### src/rtl/alu_pkg.sv
// Shared definitions for the ALU sharing arbiter: control codes, legality check, FSM states.
package alu_pkg;

    localparam logic [2:0] ALU_AND = 3'b000;
    localparam logic [2:0] ALU_OR  = 3'b001;
    localparam logic [2:0] ALU_ADD = 3'b010;
    localparam logic [2:0] ALU_SUB = 3'b100;
    localparam logic [2:0] ALU_MUL = 3'b101;
    localparam logic [2:0] ALU_SLT = 3'b110;

    typedef enum logic [1:0] {
        ST_IDLE,
        ST_EXEC,
        ST_RESP
    } state_t;

    // Codes 011 and 111 have no ALU operation behind them.
    function automatic logic ctrl_legal(input logic [2:0] ctrl);
        case (ctrl)
            ALU_AND, ALU_OR, ALU_ADD, ALU_SUB, ALU_MUL, ALU_SLT: return 1'b1;
            default:                                             return 1'b0;
        endcase
    endfunction

endpackage

### src/rtl/rr_arb2.sv
// Two-way round-robin arbiter: on contention the port not granted last wins.
module rr_arb2 (
    input  logic       req0,
    input  logic       req1,
    input  logic       last,
    output logic [1:0] grant
);

    always_comb begin
        // NOTE: grant gets a default first so every path assigns it and no latch is inferred.
        grant = 2'b00;
        if (req0 && req1)
            grant = last ? 2'b01 : 2'b10;
        else if (req0)
            grant = 2'b01;
        else if (req1)
            grant = 2'b10;
    end

endmodule

### src/rtl/alu_share_arbiter.sv
// Shares one external ALU between two requesters; one operation in flight, result held until consumed.
module alu_share_arbiter
    import alu_pkg::*;
#(
    parameter int N = 32
) (
    input  logic         clk,
    input  logic         rst,
    input  logic         req0_valid,
    output logic         req0_ready,
    input  logic [N-1:0] req0_a,
    input  logic [N-1:0] req0_b,
    input  logic [2:0]   req0_ctrl,
    input  logic         req1_valid,
    output logic         req1_ready,
    input  logic [N-1:0] req1_a,
    input  logic [N-1:0] req1_b,
    input  logic [2:0]   req1_ctrl,
    output logic [N-1:0] alu_srca,
    output logic [N-1:0] alu_srcb,
    output logic [2:0]   alu_ctrl,
    input  logic [N-1:0] alu_result,
    input  logic         alu_zero,
    output logic         rsp_valid,
    input  logic         rsp_ready,
    output logic         rsp_id,
    output logic [N-1:0] rsp_result,
    output logic         rsp_zero,
    output logic         rsp_err,
    output logic         busy
);

    state_t       state, state_next;
    logic         last_grant;
    logic [1:0]   grant;
    logic         accept;
    logic [N-1:0] op_a, op_b;
    logic [2:0]   op_ctrl;
    logic         op_id;

    rr_arb2 u_arb (
        .req0  (req0_valid),
        .req1  (req1_valid),
        .last  (last_grant),
        .grant (grant)
    );

    assign accept = (req0_valid & req0_ready) | (req1_valid & req1_ready);

    always_comb begin
        state_next = state;
        req0_ready = 1'b0;
        req1_ready = 1'b0;
        alu_srca   = '0;
        alu_srcb   = '0;
        alu_ctrl   = 3'b000;
        rsp_valid  = 1'b0;
        busy       = (state != ST_IDLE);
        case (state)
            ST_IDLE: begin
                // Readies stay low while reset is held even though the arbiter is combinational.
                req0_ready = grant[0] & ~rst;
                req1_ready = grant[1] & ~rst;
                if (accept)
                    state_next = ST_EXEC;
            end
            ST_EXEC: begin
                alu_srca   = op_a;
                alu_srcb   = op_b;
                alu_ctrl   = op_ctrl;
                state_next = ST_RESP;
            end
            ST_RESP: begin
                rsp_valid = 1'b1;
                if (rsp_ready)
                    state_next = ST_IDLE;
            end
            default: state_next = ST_IDLE;
        endcase
    end

    always_ff @(posedge clk or posedge rst) begin
        if (rst) begin
            state      <= ST_IDLE;
            last_grant <= 1'b1;
            op_a       <= '0;
            op_b       <= '0;
            op_ctrl    <= 3'b000;
            op_id      <= 1'b0;
            rsp_id     <= 1'b0;
            rsp_result <= '0;
            rsp_zero   <= 1'b0;
            rsp_err    <= 1'b0;
        end else begin
            // NOTE: non-blocking throughout so every register samples the pre-edge values.
            state <= state_next;
            if (accept) begin
                last_grant <= req1_ready;
                op_id      <= req1_ready;
                op_a       <= req1_ready ? req1_a    : req0_a;
                op_b       <= req1_ready ? req1_b    : req0_b;
                op_ctrl    <= req1_ready ? req1_ctrl : req0_ctrl;
            end
            if (state == ST_EXEC) begin
                rsp_id <= op_id;
                if (ctrl_legal(op_ctrl)) begin
                    rsp_result <= alu_result;
                    rsp_zero   <= alu_zero;
                    rsp_err    <= 1'b0;
                end else begin
                    rsp_result <= '0;
                    rsp_zero   <= 1'b1;
                    rsp_err    <= 1'b1;
                end
            end
        end
    end

endmodule

### config.mk
export PLATFORM = sky130hd
export DESIGN_NAME = alu_share_arbiter
export DESIGN_NICKNAME = d
export VERILOG_FILES = /design/src/rtl/alu_pkg.sv /design/src/rtl/rr_arb2.sv /design/src/rtl/alu_share_arbiter.sv
export SDC_FILE = /design/constraint.sdc
export NUM_CORES = 1
export LEC_CHECK = 0
export CORE_UTILIZATION = 30
export CTS_CLUSTER_SIZE = 16
export DETAILED_ROUTE_END_ITERATION = 12
export HOLD_SLACK_MARGIN = 0.1
export SLEW_MARGIN = 20
export SYNTH_ARGS = -nofsm -noshare
export SYNTH_HDL_FRONTEND = slang
export SYNTH_SLANG_ARGS = --single-unit
### constraint.sdc
create_clock -name clk -period 4.15 [get_ports clk]
set_clock_uncertainty 0.15 [all_clocks]
set_input_delay 0.83 -clock clk [delete_from_list [all_inputs] [get_ports clk]]
set_output_delay 0.83 -clock clk [all_outputs]
set_load 0.02 [all_outputs]
==> flow_summary.yaml <==
place:
  place_congestion: 0.755
  dpl_worst_slack_ns: 0.649
  place_hpwl_mm: 12.3
  port-buffer-count: 277
yosys:
  synth-async-reset-ratio_pct: 100
  synth-edff-count: 0
  synth_nets: 740
  post-synth-top-area-cell: "dfrtp_1"
  synth_area_um2: 5250
  yosysWarningCount: 0
  ys_top_cells_by_area: "dfrtp_1 50%, and2_1 8.1%, a31oi_1 8.0%"
  dominantRegCellSynth: "dfrtp_1"
  synth-seq-area-share_pct: 50.6
  synth_top_cell_area_share_pct: 50.1
  synth.most_common_cell: "dfrtp_1"
  synth_common_cells: "105 x dfrtp_1, 69 x a21oi_1, 68 x and2_1"
  synth_cells: 568
  synth_seq_cells: 106
  ys_types: 29
  avgSynthCellArea_um2: 9.23
sta:
  rsz0062_at_grt: "no"
  setup_viol: 0
  maxSlewViolCount: 0
  finalCritPeriodShare_pct: 84.3
  tightest_slew_ns: 0.800
  slew_headroom_pct: 46.5
  max_freq_ghz: 0.286
  hold_viol: 0
  fin_setup_tns_ns: 0
  fin_crit_ns: 3.50
  fin_ws_ns: 0.651
detailed_routing:
  routed_wl_mm: 18.7
  avgViaCountPerCell: 5.32
  drc: 0
  drt-pass1-iter-count: 4
  wl_per_cell_um: 18.2
  vias: 5457
  detail-route-antenna-nets: 0
  first_iter_violations: 383
clock_tree:
  clock-sinks: 106
  cts.repair.resized: 0
  htreeDepth: 3
  clockRootBuffer: "clkbuf_16"
  clock_latency_ns: 0.35
  cts_tree: "built"
  post_cts_buffers: 0
  holdBufCountCts: 0
  cts_buffers: 9
  cts_buffer_depth: 2
  clk_pin_slew_ns: 0.07
grt:
  grt_pass1_vias: 5585
  grt.overflow.total: 0
  grt_util_all_layers_pct: 20.6
  grt_pass1_wl_mm: 29.3
  grt_max_degree: 137
  antenna_found_initial: 0
layout:
  fill_cells: 1567
  antenna_cells: 0
  areaGrowthSynthToFinish_pct: 61.2
  fin_nets: 973
  drive_above_1_share_pct: 4.71
pwr:
  power.density_nw_per_um2: 576
  ir_drop_mv: 0.354
  p_leak_nw: 3.22
worst_setup_path:
  timing.rr.end: "op_a[16]"
  setup.worst_path.start_class: "input port"
  arrival_ns: 2.52
  path_max_fanout: 3
  reg2reg_setup_slack_ns: 2.08
  critPathKind: "input port to output pin"
  worstPathRequired_ns: 3.17
  end_kind: "output pin"
  r2r-start: "state[1]"
  rr_worst_depth: 4
floorplan:
  fp.dieArea_um2: 18000
  num_rows: 47
  fp.dieH_um: 134
  io_pins: 278
  fp.coreArea_um2: 16800
  initial_core_util_pct: 31.2
  die_w_um: 134
min_path:
  hold_end: "rsp_id"
  hp-start: "rsp_id"
  hold_class: "register to register"
  holdPathStages: 2
run_status:
  status: "finished, final reports clean"
job:
  cap_violations: 0
-- per-layer routing --
| layer | vias to the layer above | global-route usage [%] | share of wire (%) | wire, µm |
|---|---|---|---|---|
| met5 | - | 0 | 0 | 0 |
| met4 | 0 | 6.93 | 1.9 | 363 |
| met3 | 23 | 5.93 | 8.8 | 1640 |
| met2 | 251 | 35.4 | 48 | 8980 |
| met1 | 2649 | 24.6 | 41 | 7690 |
| li1 | 2534 | - | - | - |
-- logic make-up (layout without fill, tap and decap cells) --
| group | Yosys count | after routing | share of synthesized area (%) |
|---|---|---|---|
| simple gates | 153 | 153 | 16.3 |
| flops | 106 | 106 | 50.6 |
| compound gates | 240 | 240 | 27.1 |
| buf+inv | 69 | 307 | 6.06 |
-- critical path, stage by stage --
cell	delay (ns)
clkdlybuf4s50_1	0.50
or3_4	0.37
nor2_1	0.17
clkdlybuf4s50_1	0.65
-- layout by cell type (no fill, tap or decap) --
cell type	n
a21oi_2	1
clkbuf_16	9
a21bo_2	1
clkbuf_8	1
bufinv_16	1
and2_1	67
nor2_1	5
nand2_1	4
dfstp_2	1
a21oi_1	69
clkinv_2	1
inv_1	2
buf_12	4
nor3_2	1
a21o_1	1
a31oi_1	67
nand3_1	67
inv_4	1
or3_4	1
dfrtp_1	105
nand2b_1	3
o21ai_0	62
and2_2	1
clkdlybuf4s50_1	277
and3_1	1
buf_4	7
clkinv_4	1
inv_6	3
or2_2	2
a22o_1	32
nor2b_4	1
a21boi_4	1
o21ai_1	6
-- how the worst max path moves through the flow --
stage,start,slack (ns),endpoint
after global routing,rst,0.54,req1_ready
after CTS,rst,0.65,req1_ready
after detailed placement,rst,0.65,req1_ready
after global placement,rst,0.69,req1_ready
final,rst,0.65,req1_ready
after floorplan,rst,0.38,op_a[0]
-- report_power, final --
group          switching [mW]  total (mW)  internal [mW]
Combinational            1.15        2.23           1.08
Clock                   0.403       0.894          0.492
Sequential              0.247        1.75           1.50
Total                    1.80        4.87           3.07
-- layout make-up --
cell class              count  area [µm²]  area share, %
repair buffers            288        2910           34.4
flip-flops and latches    106        2650           31.4
multi-input cells         393        2300           27.2
well taps                 220         275           3.26
clock buffers              10         239           2.83
clock inverters             6        70.1          0.829
inverters                   3        13.8          0.163
-- flip-flops by register name, summed over array words and instances, names as in the netlist --
name	count
op_b	32
rsp_err	1
op_id	1
rsp_zero	1
last_grant	1
op_ctrl	3
state	2
rsp_id	1
rsp_result	32
op_a	32
-- through the flow --
| stage | hold slack, ns | cells | instance area, µm² | power, mW | util [%] |
|---|---|---|---|---|---|
| after floorplan | 0.290 | 568 | 5250 | 2.96 | - |
| after global placement | 0.318 | 1010 | 8150 | 3.96 | 48.4 |
| after detailed placement | 0.337 | 1010 | 8150 | 4.01 | 48.4 |
| after CTS | 0.354 | 1026 | 8460 | 4.93 | 50.3 |
| after global routing | 0.370 | 1026 | 8460 | 5.18 | 50.3 |
| final | 0.344 | 1026 | 8460 | 4.87 | 50.3 |
(Power assumes the default switching activity.)
==> edit 1 (same settings) <==
Reset style: synchronous (`rst`), changed in one clocked block.
--- a/src/rtl/alu_share_arbiter.sv
+++ b/src/rtl/alu_share_arbiter.sv
@@ -81,3 +81,3 @@
 
-    always_ff @(posedge clk or posedge rst) begin
+    always_ff @(posedge clk) begin
         if (rst) begin
Check against the original RTL: differs if rst is asserted again (counterexample within 4 cycles, from zero or initial values and one cycle with rst high); with rst held inactive, the same outputs for 4 cycles.
==> edit 1 against the original RTL <==
  * Setup slack got worse by 0.27 ns
  * Core utilization is 1.5 points lower
  * Synthesized area is 0.76% higher
  * Routed wire length increased by 6.2%
  * Count of clock-buffer cells in the layout decreased by 1
  * First-iteration DRC count down 31%
  * Cell area fell by 0.59%
  * Sequential cell count unchanged
Power is not compared: it rests on default switching activity, and its combinational part moved more than twofold at a synthesized area within 25%.
==> edit 1: results (changes against the original RTL) <==
Placement
  – DP HPWL: 12.18 mm (-0.92%)
  – Gpl congestion: 0.7360 (-2.5%)
  – DP Worst Slack: 0.3905 ns (-0.2585 ns)

Layout
  – Fin nets: 1043 (+7.2%)
  – Area of the multi-input gates: 2794 sq um (+22%)
  – Multi-input logic cell count: 460 (+17%)
  – Ratio of cells with drive above 1 in the final layout: 6.963% (+2.2 points)
  – Inverters: 2 (-1)
  – # fillers: 1714 (+9.4%)
  – Signal buf overhead: 34.30% (-0.063 points)
  – Non-clock buffers: 292 (+1.4%)

GRT
  – First-pass GRT wire length: 30.78 mm (+4.9%)
  – Number of global-route vias before repair: 5718 (+2.4%)
  – Largest net degree at the start of global routing: 84 (-39%)
  – Gr usage total: 21.75% (+1.1 points)

Drt
  – DR pass1 iterations: 5 (+1)
  – Final WL: 19.84 mm (+6.2%)
  – Detailed-route via count: 5757 (+5.5%)
  – Initial drt markers: 264 (-31%)

Synth
  – Commonest cells in the netlist: dfxtp_1 (106), a21oi_1 (101), nand3_1 (99)
  – Sequential area share after synthesis: 40.15% (-10 points)
  – Ys async rst share: 0% (-100 points)
  – Cell count after synthesis: 650 (+14%)
  – Unique masters post-synth: 28 (-3.4%)

Timing
  – Worst hold slack: 0.3013 ns (-0.04273 ns)
  – Worst-Margin Slew: 1.098 ns (+0.2984 ns)

Outcome
  – Status: finished clean

Worst setup path
  – Setup crit end: req0_ready
  – FF-to-FF Start: state[1]
  – Flop-to-flop setup slack: 1.63 ns (-0.45 ns)
  – Critical Path AT: 2.79 ns (+0.27 ns)
  – Max FO, Critical Path: 5 (+2)

Worst hold path
  – Hold Path Origin: rsp_result[6]
  – Hold worst-path end: rsp_result[6]

Floorplanning
  – Core area: 17240 sq um (+2.5%)

Power and ir drop
  – Overall power: 2847 uW
edit 1: changes by cell type after synthesis, sizes merged, moves of 6 or more:
| cell | before | now |
|---|---|---|
| dfrtp | 105 | 0 |
| nand2 | 4 | 36 |
| a22o | 32 | 0 |
| dfxtp | 0 | 106 |
| nand3 | 67 | 99 |
| clkbuf | 38 | 44 |
| buf | 28 | 38 |
| a311oi | 0 | 68 |
| a31oi | 67 | 0 |
| a21oi | 70 | 102 |
edit 1: cell families after synthesis:
| group | share of synthesized area [%] |
|---|---|
| AOI/OAI and AO/OA | 30.61 |
| buffers and inverters | 7.576 |
| DFF | 40.15 |
| and+or+nand+nor | 21.66 |
edit 1: routing by layer:
metal | vias up | global-route usage (%) | wire length [microns]
li1 | 2809 | - | -
met1 | 2689 | 25.70 | 8162
met2 | 226 | 36.68 | 9408
met3 | 33 | 6.794 | 1720
met4 | 0 | 8.365 | 550
met5 | - | 0 | 0
==> edit 2 (same settings) <==
Made on the original files. `N`: 32 -> 16.
--- a/src/rtl/alu_share_arbiter.sv
+++ b/src/rtl/alu_share_arbiter.sv
@@ -4,3 +4,3 @@
 #(
-    parameter int N = 32
+    parameter int N = 16
 ) (
Ports: changed (8 resized); port bits go from 278 to 150. No check against the original RTL was run, so the function may have changed too.
==> edit 2 against the original RTL <==
  * Sequential cell count is 48 lower
  * Synthesized area is 44% lower
  * Routed wire length is 51% lower
  * Sequential share of layout area is 0.078 points higher
  * Setup slack worse by 0.0072 ns
  * Cell area is 45% lower
  * Fmax is 0.21% lower
  * Clock power is 50% lower
  * Total power is 46% lower
  * Critical endpoint unchanged
  * Highest routed layer unchanged
==> edit 2: results (changes against the original RTL) <==
Placement
  – DP HPWL: 6.035 mm (-51%)
  – DP Cell Count: 563 (-44%)
  – Port Buffers: 149 (-46%)
  – Gpl congestion: 0.7187 (-4.8%)

GRT
  – Grt met1 use: 21.87% (-2.8 points)
  – Grt met3 use: 5.201% (-0.73 points)
  – Met2 usage in global routing: 31.03% (-4.4 points)
  – First-pass GRT wire length: 14.23 mm (-51%)
  – Gr usage total: 18.18% (-2.4 points)
  – Number of global-route vias before repair: 2861 (-49%)
  – Largest net degree at the start of global routing: 72 (-47%)

Timing
  – Worst-Margin Slew: 1.012 ns (+0.2123 ns)

Layout
  – Post-Layout Cell Count: 579 (-44%)
  – # fillers: 900 (-43%)
  – Design area: 4617 sq um (-45%)
  – Ratio of cells with drive above 1 in the final layout: 6.222% (+1.5 points)
  – Biggest regs: op_a (16), op_b (16), rsp_result (16)

Outcome
  – Status: finished clean

Worst setup path
  – R2R depth: 5 (+1)
  – Flop-to-flop setup slack: 1.97 ns (-0.11 ns)
  – Critical Path AT: 2.53 ns (about the same)

Power and ir drop
  – Max IR drop VDD: 0.0002066 V (-42%)
  – P_leak: 0.001786 uW (-45%)

Synth
  – Mapped Nets: 401 (-46%)
  – Synth top area cells: dfrtp_1 (49%), and2_1 (7.7%), a31oi_1 (7.5%), a21oi_1 (6.3%), nand3_1 (6.0%)
  – Sequential area share after synthesis: 49.59% (-1.0 points)
  – Mean post-synth cell area: 9.479 sq um (+2.7%)
  – Unique masters post-synth: 28 (-3.4%)
  – Commonest cells in the netlist: dfrtp_1 (57), a21oi_1 (37), and2_1 (36)

Drt
  – Initial drt markers: 87 (-77%)
  – Vias per inst: 4.993 (-6.1%)
  – Final WL: 9.243 mm (-51%)

Clock tree
  – Latest clock arrival within the worst-skew pair: 0.32 ns (-0.03 ns)

Worst hold path
  – Hold Path Origin: op_id
==> edit 2: logic make-up after synthesis <==
family	after synthesis	share of synthesized area [%]
AOI/OAI and AO/OA	129	26.53
buffers and inverters	36	7.219
DFF	58	49.59
and+or+nand+nor	86	16.66
==> edit 2: cell type report <==
cell class                      instances  share of cell area [%]
Clock buffer                           13                   3.225
Multi-Input combinational cell        215                   27.56
Inverter                                4                  0.3252
Tap cell                              129                   3.496
Sequential cell                        58                   31.46
Clock inverter                          3                  0.3252
Timing Repair Buffer                  157                   33.60
==> edit 2: layer usage <==
layer	wire length, microns	vias up	share of wire [%]
li1	-	1394	-
met3	747	8	8.1
met2	4227	125	46
met4	85	0	0.92
met1	4182	1364	45
met5	0	-	0
==> edit 2: worst max-delay path by stage <==
stage	cells past startpoint	from	to
global route	4	rst	req1_ready
detailed placement	4	rst	req1_ready
finish	4	rst	req1_ready
global placement	4	rst	req1_ready
CTS	4	rst	req1_ready
floorplan	3	rst	req1_ready
==> edit 2: worst max-delay path: stages <==
cell and delay [ns]:
clkdlybuf4s50_1 0.48, or3_1 0.35, nor2_1 0.21, clkdlybuf4s50_1 0.65
==> edit 2: through the flow <==
step	power, uW	setup slack, ns
final	2609	0.6438
after global routing	2784	0.5864
after CTS	2639	0.6424
after detailed placement	2181	0.6348
after global placement	2158	0.6572
after floorplan	1645	1.522
==> edit 2: power breakdown <==
group	internal [uW]	total, uW	switching [uW]	leakage, uW
combinational	584	1190	610	0.00103
clock	231	445	215	0.0000872
sequential	824	969	146	0.000673
